### config.mk
export PLATFORM = sky130hd
export DESIGN_NAME = dynamics_envelope
export DESIGN_NICKNAME = d
export VERILOG_FILES = /design/src/rtl/dynamics_pkg.sv /design/src/rtl/env_scale.sv /design/src/rtl/dynamics_envelope.sv
export SDC_FILE = /design/constraint.sdc
export NUM_CORES = 1
export LEC_CHECK = 0
export CORE_ASPECT_RATIO = 1.5
export CORE_MARGIN = 2
export CORE_UTILIZATION = 60
export CTS_BUF_LIST = sky130_fd_sc_hd__clkbuf_4
export CTS_CLUSTER_DIAMETER = 40
export CTS_CLUSTER_SIZE = 8
export DETAILED_ROUTE_END_ITERATION = 12
export HOLD_SLACK_MARGIN = 0.1
export PLACE_DENSITY = 0.78
export SLEW_MARGIN = 20
export SYNTH_ARGS = -nofsm -noshare
export SYNTH_HDL_FRONTEND = slang
export SYNTH_HIERARCHICAL = 1
export SYNTH_SLANG_ARGS = --single-unit
### constraint.sdc
create_clock -name clk -period 10.87 [get_ports clk]
set_input_delay 3.261 -clock clk [delete_from_list [all_inputs] [get_ports clk]]
set_output_delay 3.261 -clock clk [all_outputs]
set_load 0.02 [all_outputs]
### src/rtl/dynamics_pkg.sv
// Shared types and default rates for the envelope shaper.
package dynamics_pkg;

    localparam int ENV_STATE_W = 3;

    typedef enum logic [ENV_STATE_W-1:0] {
        IDLE    = 3'd0,
        ATTACK  = 3'd1,
        DECAY   = 3'd2,
        SUSTAIN = 3'd3,
        RELEASE = 3'd4
    } env_state_t;

    localparam int DEF_GAIN_W       = 8;
    localparam int DEF_ATTACK_STEP  = 16;
    localparam int DEF_DECAY_STEP   = 4;
    localparam int DEF_SUSTAIN_LVL  = 192;
    localparam int DEF_RELEASE_STEP = 2;

    // States in which a note is sounding and note_end may release it.
    function automatic logic note_held(env_state_t s);
        return (s == ATTACK) || (s == DECAY) || (s == SUSTAIN);
    endfunction

endpackage

### src/rtl/env_scale.sv
// Single-channel gain stage: signed sample times unsigned gain, floored back to W bits.
module env_scale #(
    parameter int W      = 16,
    parameter int GAIN_W = 8
) (
    input  logic [W-1:0]      sample,
    input  logic [GAIN_W-1:0] gain,
    input  logic              bypass,
    output logic [W-1:0]      scaled
);

    localparam int PW = W + GAIN_W + 1;

    logic signed [PW-1:0] sample_x;
    logic signed [PW-1:0] gain_x;
    logic signed [PW-1:0] prod;
    logic                 unused_prod_bits;

    assign sample_x = {{(GAIN_W+1){sample[W-1]}}, sample};
    assign gain_x   = {{(W+1){1'b0}}, gain};
    assign prod     = sample_x * gain_x;

    // Taking the bit window above GAIN_W is the arithmetic shift, so negatives floor.
    assign scaled = bypass ? sample : prod[GAIN_W +: W];

    assign unused_prod_bits = ^{prod[PW-1], prod[GAIN_W-1:0]};

endmodule

### src/rtl/dynamics_envelope.sv
// ADSR envelope shaper applying one shared gain to NUM_CH PCM channels per codec frame.
// Optional peak-hold meter on the output is enabled with `define PEAK_METER_EN.
module dynamics_envelope
    import dynamics_pkg::*;
#(
    parameter int W            = 16,
    parameter int NUM_CH       = 2,
    parameter int GAIN_W       = DEF_GAIN_W,
    parameter int ATTACK_STEP  = DEF_ATTACK_STEP,
    parameter int DECAY_STEP   = DEF_DECAY_STEP,
    parameter int SUSTAIN_LVL  = DEF_SUSTAIN_LVL,
    parameter int RELEASE_STEP = DEF_RELEASE_STEP
) (
    input  logic                   clk,
    input  logic                   reset,
    input  logic                   new_frame,
    input  logic                   note_start,
    input  logic                   note_end,
    input  logic                   dynamics_en,
    input  logic [NUM_CH*W-1:0]    sample_in,
    output logic [NUM_CH*W-1:0]    sample_out,
    output logic                   out_valid,
    output logic [GAIN_W-1:0]      gain,
    output logic [ENV_STATE_W-1:0] env_state
`ifdef PEAK_METER_EN
    ,
    output logic [W-1:0]           peak
`endif
);

    localparam int STAGES = 1;

    localparam logic [GAIN_W:0] GMAX = {1'b0, {GAIN_W{1'b1}}};
    localparam logic [GAIN_W:0] ATK  = (GAIN_W+1)'(ATTACK_STEP);
    localparam logic [GAIN_W:0] DEC  = (GAIN_W+1)'(DECAY_STEP);
    localparam logic [GAIN_W:0] SUS  = (GAIN_W+1)'(SUSTAIN_LVL);
    localparam logic [GAIN_W:0] REL  = (GAIN_W+1)'(RELEASE_STEP);

    env_state_t               state_q, state_d;
    logic [GAIN_W-1:0]        gain_q, gain_d;
    logic [GAIN_W:0]          gain_up, gain_dec, gain_rel;
    logic [STAGES:0]          vld_pipe;
    logic [NUM_CH-1:0][W-1:0] scaled;

    // ------------------------------------------------------------------
    // Envelope FSM and gain counter
    // ------------------------------------------------------------------
    always_ff @(posedge clk or posedge reset) begin
        if (reset) begin
            state_q <= IDLE;
            gain_q  <= '0;
        end else begin
            state_q <= state_d;
            gain_q  <= gain_d;
        end
    end

    assign gain_up  = {1'b0, gain_q} + ATK;
    assign gain_dec = {1'b0, gain_q} - DEC;
    assign gain_rel = {1'b0, gain_q} - REL;

    always_comb begin
        state_d = state_q;
        gain_d  = gain_q;
        // The step is driven by the state held before this edge; a borrow
        // into the extra MSB means the subtraction went below zero.
        if (new_frame) begin
            case (state_q)
                IDLE: gain_d = '0;
                ATTACK: begin
                    if (gain_up >= GMAX) begin
                        gain_d  = GMAX[GAIN_W-1:0];
                        state_d = DECAY;
                    end else begin
                        gain_d = gain_up[GAIN_W-1:0];
                    end
                end
                DECAY: begin
                    if (gain_dec[GAIN_W] || (gain_dec <= SUS)) begin
                        gain_d  = SUS[GAIN_W-1:0];
                        state_d = SUSTAIN;
                    end else begin
                        gain_d = gain_dec[GAIN_W-1:0];
                    end
                end
                RELEASE: begin
                    if (gain_rel[GAIN_W] || (gain_rel == '0)) begin
                        gain_d  = '0;
                        state_d = IDLE;
                    end else begin
                        gain_d = gain_rel[GAIN_W-1:0];
                    end
                end
                default: ;
            endcase
        end
        // Note events override any level-reached transition; gain is not zeroed.
        if (note_start)
            state_d = ATTACK;
        else if (note_end && note_held(state_q))
            state_d = RELEASE;
    end

    assign gain      = gain_q;
    assign env_state = state_q;

    // ------------------------------------------------------------------
    // Per-channel datapath, using the gain held before this frame's step
    // ------------------------------------------------------------------
    for (genvar ch = 0; ch < NUM_CH; ch++) begin : g_ch
        env_scale #(
            .W      (W),
            .GAIN_W (GAIN_W)
        ) u_scale (
            .sample (sample_in[ch*W +: W]),
            .gain   (gain_q),
            .bypass (!dynamics_en),
            .scaled (scaled[ch])
        );
    end

    assign vld_pipe[0] = new_frame;

    always_ff @(posedge clk or posedge reset) begin
        if (reset) begin
            vld_pipe[STAGES:1] <= '0;
            sample_out         <= '0;
        end else begin
            vld_pipe[STAGES:1] <= vld_pipe[STAGES-1:0];
            if (new_frame)
                sample_out <= scaled;
        end
    end

    assign out_valid = vld_pipe[STAGES];

`ifdef PEAK_METER_EN
    logic [NUM_CH-1:0][W-1:0] mag;
    logic [W-1:0]             frame_max;
    logic [7:0]               decay_cnt;

    for (genvar ch = 0; ch < NUM_CH; ch++) begin : g_mag
        logic [W-1:0] so;
        assign so = sample_out[ch*W +: W];
        // The most negative code has no positive twin, so it pins at full scale.
        assign mag[ch] = !so[W-1]                    ? so :
                         (so == {1'b1, {(W-1){1'b0}}}) ? {1'b0, {(W-1){1'b1}}} :
                                                         -so;
    end

    always_comb begin
        frame_max = '0;
        for (int c = 0; c < NUM_CH; c++)
            if (mag[c] > frame_max)
                frame_max = mag[c];
    end

    // A fresh load restarts the 256-frame halving interval.
    always_ff @(posedge clk or posedge reset) begin
        if (reset) begin
            peak      <= '0;
            decay_cnt <= '0;
        end else if (out_valid) begin
            if (frame_max > peak) begin
                peak      <= frame_max;
                decay_cnt <= '0;
            end else begin
                decay_cnt <= decay_cnt + 8'd1;
                if (decay_cnt == 8'hFF)
                    peak <= peak >> 1;
            end
        end
    end
`endif

endmodule

==> results of run 1 <==
worst register-to-register path, delay by kind of cell (launching register included):
family,cells,cell delay (ns)
simple gates,3,0.53
mux,1,0.26
flops,1,0.88
compound gates,3,1.24
fa+ha+maj,5,2.46
buf+inv,4,0.56
layer usage:
| layer | routed length (µm) | up-vias | GRT usage (%) |
|---|---|---|---|
| met5 | 0 | - | 0 |
| met4 | 1170 | 0 | 13.8 |
| met3 | 1120 | 87 | 2.23 |
| met2 | 16200 | 284 | 56.7 |
| met1 | 11200 | 4766 | 34.5 |
| li1 | - | 4384 | - |
layout by cell type, fill, tap and decap left out, types with 4 or more instances in the layout:
| master | n |
|---|---|
| a211o_1 | 4 |
| a211oi_1 | 7 |
| a21o_1 | 6 |
| a21oi_1 | 40 |
| a31oi_1 | 6 |
| and2_1 | 116 |
| and3_1 | 8 |
| buf_4 | 10 |
| clkbuf_4 | 5 |
| clkdlybuf4s50_1 | 80 |
| dfrtp_1 | 44 |
| fa_1 | 198 |
| ha_1 | 96 |
| inv_1 | 296 |
| mux2_2 | 32 |
| nand2_1 | 204 |
| nand2b_1 | 4 |
| nand3_1 | 10 |
| nand4_1 | 6 |
| nor2_1 | 26 |
| nor2b_1 | 4 |
| nor3_1 | 15 |
| nor3b_1 | 9 |
| nor4_1 | 4 |
| o211ai_1 | 5 |
| o21a_1 | 11 |
| o21ai_0 | 29 |
| o21ai_1 | 8 |
| o31ai_1 | 13 |
| xnor2_1 | 24 |
| xor2_1 | 11 |
sequential cells by signal, summed over array words and instances (netlist names):
signal,flops
gain,8
env_state,3
sample_out,32
out_valid,1
cells in the mapped netlist, types with 5 or more instances:
master,instances
buf_4,7
inv_1,298
o31ai_1,13
a31oi_1,6
o21ai_1,8
ha_1,96
nand2_1,204
nand3_1,10
nor2_1,26
nor3_1,15
o211ai_1,5
and3_1,8
mux2_2,32
xnor2_1,24
clkbuf_1,46
nand4_1,6
o21ai_0,29
dfrtp_1,44
fa_1,198
a21oi_1,40
o21a_1,11
and2_1,116
nor3b_1,9
a211oi_1,7
xor2_1,11
a21o_1,6
final timing paths:
check	to	slack [ns]	cells after the start
max in group asynchronous	sample_out[16]	7.17	2
worst max-delay path	sample_out[15]	2.61	17
worst max register to register	sample_out[15]	4.85	16
min in group asynchronous	sample_out[26]	3.26	2
worst min-delay path	sample_out[4]	0.53	1
worst min register to register	sample_out[4]	0.53	1
kinds of logic after synthesis:
| kind of cell | synth area share [%] |
|---|---|
| and+or+nand+nor | 18.5 |
| AOI/OAI and AO/OA | 10.9 |
| xor gates and xnor gates | 2.59 |
| muxes | 3.33 |
| adders and majority gates | 43.6 |
| buffers and inverters | 11.9 |
| DFF | 9.29 |
area by class of cell:
| class | instances | area, µm² | area share [%] |
|---|---|---|---|
| Antenna cell | 1 | 2.50 | 0.0194 |
| Tap cell | 260 | 325 | 2.53 |
| Inverter | 300 | 1130 | 8.77 |
| Clock inverter | 3 | 42.5 | 0.331 |
| Multi-Input combinational cell | 976 | 9350 | 72.7 |
| Clock buffer | 5 | 37.5 | 0.292 |
| Sequential cell | 44 | 1100 | 8.56 |
| Timing Repair Buffer | 91 | 881 | 6.85 |
power groups by stage:
stage | Clock, mW | Sequential (mW) | Combinational, mW
finish | 0.123 | 0.312 | 2.82
global route | 0.132 | 0.324 | 3.19
CTS | 0.128 | 0.313 | 2.83
detailed placement | 0 | 0.315 | 2.80
global placement | 0 | 0.313 | 2.73
floorplan | 0 | 0.383 | 2.01
through the flow:
step | cells | cell area (µm²) | hold slack, ns | setup slack, ns | utilization, %
floorplan | 1379 | 11900 | 0.636 | 2.99 | -
global placement | 1671 | 12800 | 0.490 | 2.18 | 65.4
detailed placement | 1671 | 12800 | 0.495 | 2.14 | 65.4
CTS | 1679 | 12900 | 0.532 | 2.63 | 65.8
global route | 1680 | 12900 | 0.544 | 2.31 | 65.8
finish | 1680 | 12900 | 0.526 | 2.61 | 65.8
==> impl_metrics.csv, run 1 <==
group,metric,value,unit
status,outcome,"complete, no violations",
setup_path,worst_setup_path_start_kind,"input port",
logic_synthesis,syn_inst,1379,
timing,setup_tns,0,ns
power_and_ir_drop,ir_drop,0.171,mV
logic_synthesis,synth_ff_type,"dfrtp_1",
power_and_ir_drop,p_switching,1.82,mW
power_and_ir_drop,p_comb_share,86.6,%
logic_synthesis,ys_ff_latch,44,
clocking,clock_latency,0.45,ns
route,drt-vias-per-instance,5.67,
clocking,cts_tree,"built",
die,die_area,20900,µm²
timing,clock_skew,0.00806,ns
logic_synthesis,ys_types,87,
grt,grt_pass1_vias,10400,
setup_path,critical_path.top_delay_family,"adder cells",
clocking,cts_hold_buf,0,
clocking,postCtsResizedCells,0,
setup_path,cp_data_required_time,11.23,ns
die,coreArea,19500,µm²
route,first_pass_iters,5,
timing,rsz0062_at_grt,"no",
logic_synthesis,yosysTopAreaCell,"fa_1",
route,wl,29700,µm
hold_path,min_from,"sample_out[4]",
power_and_ir_drop,p_total,3.25,mW
route,wl_per_cell,17.7,µm
power_and_ir_drop,sw_frac_of_total,56.0,%
timing,finalCritPeriodShare,76.0,%
timing,period_minus_slack,8.26,ns
setup_path,crit_fanout,10,
setup_path,max_stage_delay,0.77,ns
logic_synthesis,syn_nets,1711,
die,dieWidth,119,µm
setup_path,critPathBufInv,4,
power_and_ir_drop,p_int,1.43,mW
die,fp.dieH,176,µm
placed_design,place_congestion,0.930,
timing,max_freq,121,MHz
route,post-route-drc-count,0,
setup_path,path_cells,"clkdlybuf4s50_1, nand2_1, fa_1, inv_1, fa_1, inv_1, fa_1, inv_1, fa_1, ha_1, o21a_1, o21a_1, and3b_1, o311ai_0, a31oi_1, o31a_1, mux2_2",
setup_path,crit_top_cell,"fa_1",
power_and_ir_drop,clkPwrFrac,3.8,%
clocking,clock_sinks,44,
placed_design,io_buffers,81,
logic_synthesis,async_flop_share,100,%
route,postRouteAntennaNets,0,
logic_synthesis,seq_area_frac_synth,9.29,%
clocking,post-cts-setup-buffers,0,
timing,relSlewSlack,44.5,%
finish,drive_gt1_share,5.99,%
setup_path,cp-end-kind,"flop",
setup_path,rr_startpoint,"gain[5]",
clocking,numCtsBuffers,5,
power_and_ir_drop,leakage,6.49,nW
die,rows,63,
finish,final.fill_count,1697,
hold_path,hold_path.class,"flop to flop",
route,via_count,9521,
setup_path,crit_type,"input port to flop",
power_and_ir_drop,power_frac_seq,9.6,%
power_and_ir_drop,powerDensity,253,nW/µm²
logic_synthesis,synth_top_area_share,33.4,%
timing,hold_viol,0,
timing,drv_slew,0,
route,drt_iter0_drc,527,
grt,grt_pass1_wl,50100,µm
placed_design,hpwlAfterDp,23300,µm
grt,overflow,0,
timing,tightest_slew,0.822,ns
logic_synthesis,yosysWarnings,6,
logic_synthesis,synth_edf_count,0,
clocking,root_buffer,"clkbuf_4",
grt,antenna_found_initial,1,
grt,grtUsageTotal,30.1,%
die,initial_core_util,60.7,%
logic_synthesis,yosys-top-cells-area,"fa_1 (33%), ha_1 (10%), inv_1 (9.4%)",
die,num_io_pins,82,
setup_path,startpoint,"sample_in[7]",
setup_path,crit_slowest_cell,"o311ai_0",
finish,finish.net_count,1750,
grt,grt_max_degree,68,
logic_synthesis,syn-cell-area,11900,µm²
clocking,cts_buffer_depth,2,
logic_synthesis,avgSynthCellArea,8.60,µm²
clocking,clk_pin_slew,0.16,ns
setup_path,arrival,8.62,ns
timing,setup_violations,0,
clocking,h-tree-depth,2,
finish,syn_to_final_growth,8.50,%
run,drv_cap,0,
No activity file was read; power rests on OpenSTA's default activity.
==> inputs of run 2 (changes only) <==
- CORE_UTILIZATION: 60 -> 57
- clock period: 10.87 -> 7.1 ns (I/O delays scaled with it)
==> run 2 against run 1 <==
Against the previous run:
- via count up 6.3%
- clock power up 15%
- clock skew up 0.0027 ns
- design area up 6.9%
- count of clock-buffer cells in the layout up 1
- sequential cell count unchanged
- register-to-register slack worse by 3.6 ns
- critical path type unchanged
- critical endpoint is now sample_out[10]
==> impl_metrics.csv, run 2 (synthesis gave the netlist of run 1 again) <==
group,metric,value,unit
finish,final.fill_count,1705,
clocking,clock_sinks,44,
route,wl_per_cell,17.1,µm
timing,hold_viol,0,
hold_path,min_from,"sample_out[4]",
setup_path,crit_type,"input port to flop",
status,outcome,"complete, no violations",
die,coreArea,20400,µm²
die,initial_core_util,58.1,%
setup_path,r2r_cells,17,
timing,drv_slew,0,
route,drt-vias-per-instance,5.61,
timing,finalCritPeriodShare,96.7,%
setup_path,cp_data_required_time,7.42,ns
placed_design,io_buffers,81,
timing,max_freq,146,MHz
grt,grt_max_degree,59,
run,drv_cap,0,
clocking,clk_pin_slew,0.16,ns
grt,antenna_found_initial,1,
finish,largest_register,"sample_out",
power_and_ir_drop,p_comb_share,87.6,%
setup_path,r2r_slack,1.29,ns
route,postRouteAntennaNets,0,
grt,grt_pass1_vias,11000,
timing,period_minus_slack,6.87,ns
die,die_area,22000,µm²
clocking,numCtsBuffers,5,
clocking,clock_latency,0.41,ns
power_and_ir_drop,p_switching,2.93,mW
power_and_ir_drop,ir_drop,0.329,mV
power_and_ir_drop,powerDensity,402,nW/µm²
placed_design,place_congestion,0.942,
setup_path,cp-end-kind,"flop",
clocking,root_buffer,"clkbuf_4",
route,first_pass_iters,7,
finish,syn_to_final_growth,16.0,%
timing,clock_skew,0.0108,ns
setup_path,worst_setup_path_start_kind,"input port",
clocking,h-tree-depth,2,
power_and_ir_drop,p_int,2.61,mW
setup_path,crit_fanout,5,
power_and_ir_drop,sw_frac_of_total,52.9,%
timing,setup_violations,0,
power_and_ir_drop,leakage,7.09,nW
route,drt_iter0_drc,624,
timing,tightest_slew,1.23,ns
power_and_ir_drop,power_frac_seq,9.8,%
power_and_ir_drop,p_total,5.54,mW
setup_path,arrival,7.18,ns
grt,grtUsageTotal,29.4,%
finish,drive_gt1_share,13.4,%
finish,final_cell_mix,"inv_1 (296), nand2_1 (204), fa_1 (198), buf_4 (132), and2_1 (116)",
hold_path,whs_path_depth,1,
grt,overflow,0,
route,via_count,10100,
power_and_ir_drop,clkPwrFrac,2.6,%
die,fp.dieH,181,µm
finish,largest_reg_flops,32,
setup_path,r2r_end,"sample_out[30]",
hold_path,hold_path.class,"flop to flop",
timing,rsz0062_at_grt,"no",
finish,finish.net_count,1872,
die,rows,64,
hold_path,worstHoldEndpoint,"sample_out[4]",
timing,setup_tns,0,ns
clocking,cts_buffer_depth,2,
die,dieWidth,122,µm
grt,grt_pass1_wl,51600,µm
route,post-route-drc-count,0,
clocking,cts_tree,"built",
die,num_io_pins,82,
finish,mostFrequentLayoutCell,"inv_1",
setup_path,rr_startpoint,"gain[3]",
placed_design,hpwlAfterDp,24800,µm
route,wl,30800,µm
timing,relSlewSlack,18.3,%
==> run 2: critical path, cell delays in order <==
cell	delay (ns)
clkdlybuf4s50_1	0.59
nand2_1	0.13
fa_1	0.59
inv_1	0.06
fa_1	0.49
inv_1	0.05
fa_1	0.48
inv_1	0.06
fa_1	0.49
ha_1	0.30
o21a_1	0.12
o21a_1	0.18
and3b_1	0.22
or2_1	0.27
or4_1	0.51
a32o_1	0.26
mux2_2	0.25
==> run 2: power by group through the flow <==
stage	Clock (mW)	Sequential, mW	Combinational [mW]
after CTS	0.152	0.538	4.85
after floorplan	0	0.586	3.08
after global placement	0	0.539	4.68
after detailed placement	0	0.541	4.81
after global routing	0.156	0.559	5.43
final	0.141	0.544	4.85
==> run 2: worst max-delay path by stage <==
stage / startpoint / endpoint / slack, ns / cells past startpoint
4_1_cts: sample_in[15] / sample_out[14] / 0.24 / 18
5_1_grt: sample_in[5] / sample_out[10] / 0.07 / 17
2_1_floorplan: sample_in[5] / sample_out[10] / 0.35 / 18
3_3_place_gp: sample_in[15] / sample_out[14] / -0.13 / 18
3_5_place_dp: sample_in[15] / sample_out[14] / -0.23 / 18
6_report: sample_in[5] / sample_out[10] / 0.23 / 17
==> run 2: layer usage <==
metal / up-vias / part of all wire (%) / GRT usage [%] / routed length [µm]
li1: 4626 / - / - / -
met1: 5055 / 37 / 33.5 / 11300
met2: 343 / 55 / 55.3 / 17000
met3: 99 / 4.2 / 2.56 / 1290
met4: 0 / 3.9 / 12.0 / 1190
met5: - / 0 / 0 / 0
==> run 2: layout make-up <==
cell class              instances  area, µm²  share of cell area (%)
inverters                     300       1130                    8.19
clock inverters                 1       5.00                  0.0364
diodes                          1       2.50                  0.0182
repair buffers                213       1800                    13.1
clock buffers                   6       45.0                   0.327
flip-flops and latches         44       1100                    8.01
well taps                     264        330                    2.40
multi-input cells             976       9350                    67.9
==> run 2: timing repair <==
item                                    4_1_cts  5_1_grt
setup buffers                                 0        0
endpoints found under the setup margin        0        3
hold buffers                                  0        0
gates resized for setup                       0        2
endpoints found under the hold margin         0        0
==> run 2: per-stage QoR <==
stage	std cells	cell area [µm²]	worst slack (ns)	utilization (%)	hold WS, ns
2_1_floorplan	1379	11900	0.350	-	0.636
3_3_place_gp	1797	13700	-0.133	67.1	0.491
3_5_place_dp	1797	13700	-0.227	67.1	0.495
4_1_cts	1804	13800	0.242	67.3	0.535
5_1_grt	1805	13800	0.0741	67.4	0.544
6_report	1805	13800	0.235	67.4	0.528
==> RTL edit 1 (config.mk and constraints of run 2) <==
The option `PEAK_METER_EN` is turned on by a define.
--- a/src/rtl/dynamics_envelope.sv
+++ b/src/rtl/dynamics_envelope.sv
@@ -1,4 +1,6 @@
 // ADSR envelope shaper applying one shared gain to NUM_CH PCM channels per codec frame.
 // Optional peak-hold meter on the output is enabled with `define PEAK_METER_EN.
+`define PEAK_METER_EN
+
 module dynamics_envelope
     import dynamics_pkg::*;
Behaviour (old outputs only; new: peak): unchanged (equiv_simple and equiv_induct, registers matched by name and starting in step).
==> RTL edit 1 against run 2 <==
  * Wire length increased by 27%
  * Worst setup slack improved by 0.047 ns
  * Final area increased by 22%
  * Register-to-register slack lost 0.47 ns
  * Utilization is 1.8 points lower
  * Synthesized cell count increased by 28%
  * First-iteration DRC count is 12% higher
  * Cell count is 24% higher
  * Sequential cell count increased by 24
  * Synthesized area increased by 25%
  * Critical path type unchanged
  * Highest routed layer unchanged
Power is not shown: default switching activity piles up to over one toggle a cycle in this logic, so the estimate is an artifact.
==> RTL edit 1: results <==
{
  "status": "finished clean",
  "min_path_type": "flip-flop to flip-flop",
  "ys.warnings.count": 6,
  "grtUsageTotal_pct": 29.74,
  "first_pass_iters": 4,
  "slew_headroom_pct": 26.12,
  "wirelength_um": 39090,
  "grt_max_degree": 69,
  "synth_cell_type_count": 97,
  "synth_compound_area_share_pct": 13.33,
  "post_cts_resized": 0,
  "cp.arrival_ns": 7.14,
  "grt_pass1_wl_um": 65350,
  "vias_per_cell": 5.724,
  "antenna_found_initial": 1,
  "slowest_delay_ns": 0.63,
  "clock_latency_ns": 0.43,
  "clk_pin_slew_ns": 0.13,
  "fill_cells": 2211,
  "syn_nets": 2127,
  "place_inst": 2219,
  "top_regs": "sample_out x32, peak x16",
  "ctsLongestPathBuffers": 2,
  "ys_async_sr_fraction_pct": 100.0,
  "cts_buffers": 9,
  "cts_setup_buffers": 0,
  "synth_mux_area_share_pct": 3.846,
  "crit_fanout": 5,
  "gp_congestion": 0.9687,
  "dpl-instance-area_um2": 16640,
  "portBuffers": 97,
  "ys_seq_area_share_pct": 11.49,
  "drive_gt1_share_pct": 10.46,
  "synth.area.top_cells": "fa_1 27%, dfrtp_1 11%, ha_1 11%",
  "vias": 12798,
  "nNetsFinal": 2263,
  "yosys.area_share.adder_pct": 37.76,
  "drt_iter0_markers": 696,
  "grt_pass1_vias": 13905,
  "fin_skew_ns": 0.01619,
  "cp_slowest_cell": "clkdlybuf4s50_1",
  "h-tree-depth": 3,
  "crit_family": "adder cells",
  "synthFlopType": "dfrtp_1",
  "synth_common_cells": "340 x inv_1, 228 x nand2_1, 198 x fa_1, 130 x ha_1, 116 x and2_1",
  "synth-xor-area-share_pct": 3.372,
  "hpwl_um": 31760,
  "syn-mean-instance-area_um2": 8.407
}
RTL edit 1: cell count changes in the layout (fill, tap and decap cells not counted), moves of 11 or more:
cell / delta
xor2_1: +17
clkdlybuf4s50_1: +17
dfrtp_1: +25
inv_1: +42
ha_1: +34
buf_4: -29
o21ai_0: +42
nor2_1: +30
nand2_1: +24
a21oi_1: +13
nand3_1: +11
nor3_1: +28
nand4_1: +13
RTL edit 1: routing by layer:
metal / GRT usage, % / share of wire (%) / vias up
met4: 12.31 / 4.1 / 0
met2: 57.12 / 55 / 290
li1: - / - / 6002
met5: 0 / 0 / -
met3: 4.056 / 4.0 / 121
met1: 31.87 / 37 / 6385
RTL edit 1: path summary, 6_finish.rpt:
path,startpoint,end,slack (ns),cells past startpoint
max,sample_in[5],sample_out[12],0.28,18
max in group asynchronous,reset,sample_out[7],4.26,3
min reg2reg,decay_cnt[0],decay_cnt[0],0.52,1
max reg2reg,sample_out[15],peak[10],0.82,19
min in group asynchronous,reset,peak[7],2.27,3
min,decay_cnt[0],decay_cnt[0],0.52,1
RTL edit 1: through the flow:
step | worst slack (ns) | hold WS (ns) | utilization [%]
after global routing | 0.06085 | 0.5521 | 65.63
after floorplan | 0.4171 | 0.4776 | -
after detailed placement | -0.1875 | 0.5046 | 64.81
after global placement | -0.08198 | 0.4959 | 64.81
final | 0.2816 | 0.5199 | 65.63
after CTS | 0.2933 | 0.5229 | 65.62
RTL edit 1: kinds of logic after synthesis:
group	count (synthesis)
AO/OA/AOI/OAI	280
XOR/XNOR	57
multiplexers	51
AND/OR/NAND/NOR	560
adder cells (fa/ha/maj)	328
flip-flops	68
buffers and inverters	417
RTL edit 1: layout make-up:
| class | instances | share of cell area [%] |
|---|---|---|
| Sequential cell | 68 | 10.10 |
| Clock buffer | 9 | 0.4010 |
| Clock inverter | 7 | 0.8242 |
| Inverter | 341 | 7.596 |
| Antenna cell | 1 | 0.01485 |
| Timing Repair Buffer | 201 | 10.44 |
| Tap cell | 333 | 2.473 |
| Multi-Input combinational cell | 1276 | 68.15 |
==> RTL edit 2 (settings of run 2) <==
Without the edit above. Register the output `gain` once more, without a reset; this adds one clock of latency there. The other outputs are not delayed to match.
--- a/src/rtl/dynamics_envelope.sv
+++ b/src/rtl/dynamics_envelope.sv
@@ -36,4 +36,6 @@
     localparam logic [GAIN_W:0] SUS  = (GAIN_W+1)'(SUSTAIN_LVL);
     localparam logic [GAIN_W:0] REL  = (GAIN_W+1)'(RELEASE_STEP);
+
+    logic [GAIN_W-1:0] gain_c;
 
     env_state_t               state_q, state_d;
@@ -102,5 +104,5 @@
     end
 
-    assign gain      = gain_q;
+    assign gain_c    = gain_q;
     assign env_state = state_q;
 
@@ -174,4 +176,8 @@
 `endif
 
+    always_ff @(posedge clk) begin
+        gain <= gain_c;
+    end
+
 endmodule
 
Function: changed (Yosys sat finds a counterexample within 4 cycles, from zero or initial values and one cycle with reset high).
==> RTL edit 2 against run 2 <==
  * Clock skew is 0.0089 ns higher
  * Utilization fell by 1.0 points
  * Worst setup slack gained 0.038 ns
  * Largest power group unchanged
  * Power fell by 27%
  * Synthesized area rose by 0.99%
  * Sequential cell count up 8
  * Final area grew 0.38%
  * Wire length fell by 1.9%
  * First-iteration DRC count shrank 2.7%
==> RTL edit 2: results <==
{
  "min_delay_worst_endpoint": "sample_out[7]",
  "synth_cell_type_count": 80,
  "pwr-share-comb_pct": 82.3,
  "hpwl_um": 24770,
  "peakVddDrop_v": 0.0002289,
  "crit_fanout": 7,
  "yosys.area_share.adder_pct": 43.13,
  "status": "finished clean",
  "grtUsageMet1_pct": 32.38,
  "first_pass_iters": 5,
  "gp_congestion": 0.9326,
  "wirelength_um": 30210,
  "nNetsFinal": 1868,
  "synth-xor-area-share_pct": 2.706,
  "cp_slowest_cell": "fa_1",
  "leakage_nw": 7.009,
  "drt_iter0_markers": 607,
  "r2r_start": "gain_c[3]",
  "wirelength_met1_um": 11250,
  "clkPwrFrac_pct": 4.7,
  "startpoint": "sample_in[15]",
  "cp.arrival_ns": 7.16,
  "synth_common_cells": "296 x inv_1, 204 x nand2_1, 198 x fa_1, 118 x and2_1, 96 x ha_1",
  "slew_headroom_pct": 31.03,
  "clock_latency_ns": 0.44,
  "r2r-end": "sample_out[22]",
  "syn_nets": 1725,
  "final.min_clock_period_ns": 6.827
}
==> RTL edit 2: changes by cell type after synthesis, moves of 3 or more <==
cell	delta
a31oi_1	-3
dfxtp_1	+8
nor3b_1	-4
buf_2	+4
nand4_1	+3
o21ai_1	+6
o31ai_1	-3
clkbuf_1	+6
nand2b_1	+3
buf_4	-6
==> RTL edit 2: per-stage QoR <==
step                      instances  util, %  area [um^2]  TNS, ns
after global routing           1806    66.34        13810        0
final                          1806    66.34        13810        0
after detailed placement       1797    65.92        13720  -0.7245
after global placement         1797    65.92        13720  -0.1416
after floorplan                1393        -        11980        0
after CTS                      1805    66.32        13810        0
==> RTL edit 2: final cells by class <==
class                   count  area (um^2)  share of cell area [%]
multi-input cells         982         9329                   67.54
repair buffers            198         1684                   12.19
flip-flops and latches     52         1261                   9.131
inverters                 297         1116                   8.080
well taps                 268        335.3                   2.428
clock inverters             3        46.29                  0.3352
clock buffers               5        37.54                  0.2718
diodes                      1        2.502                 0.01812
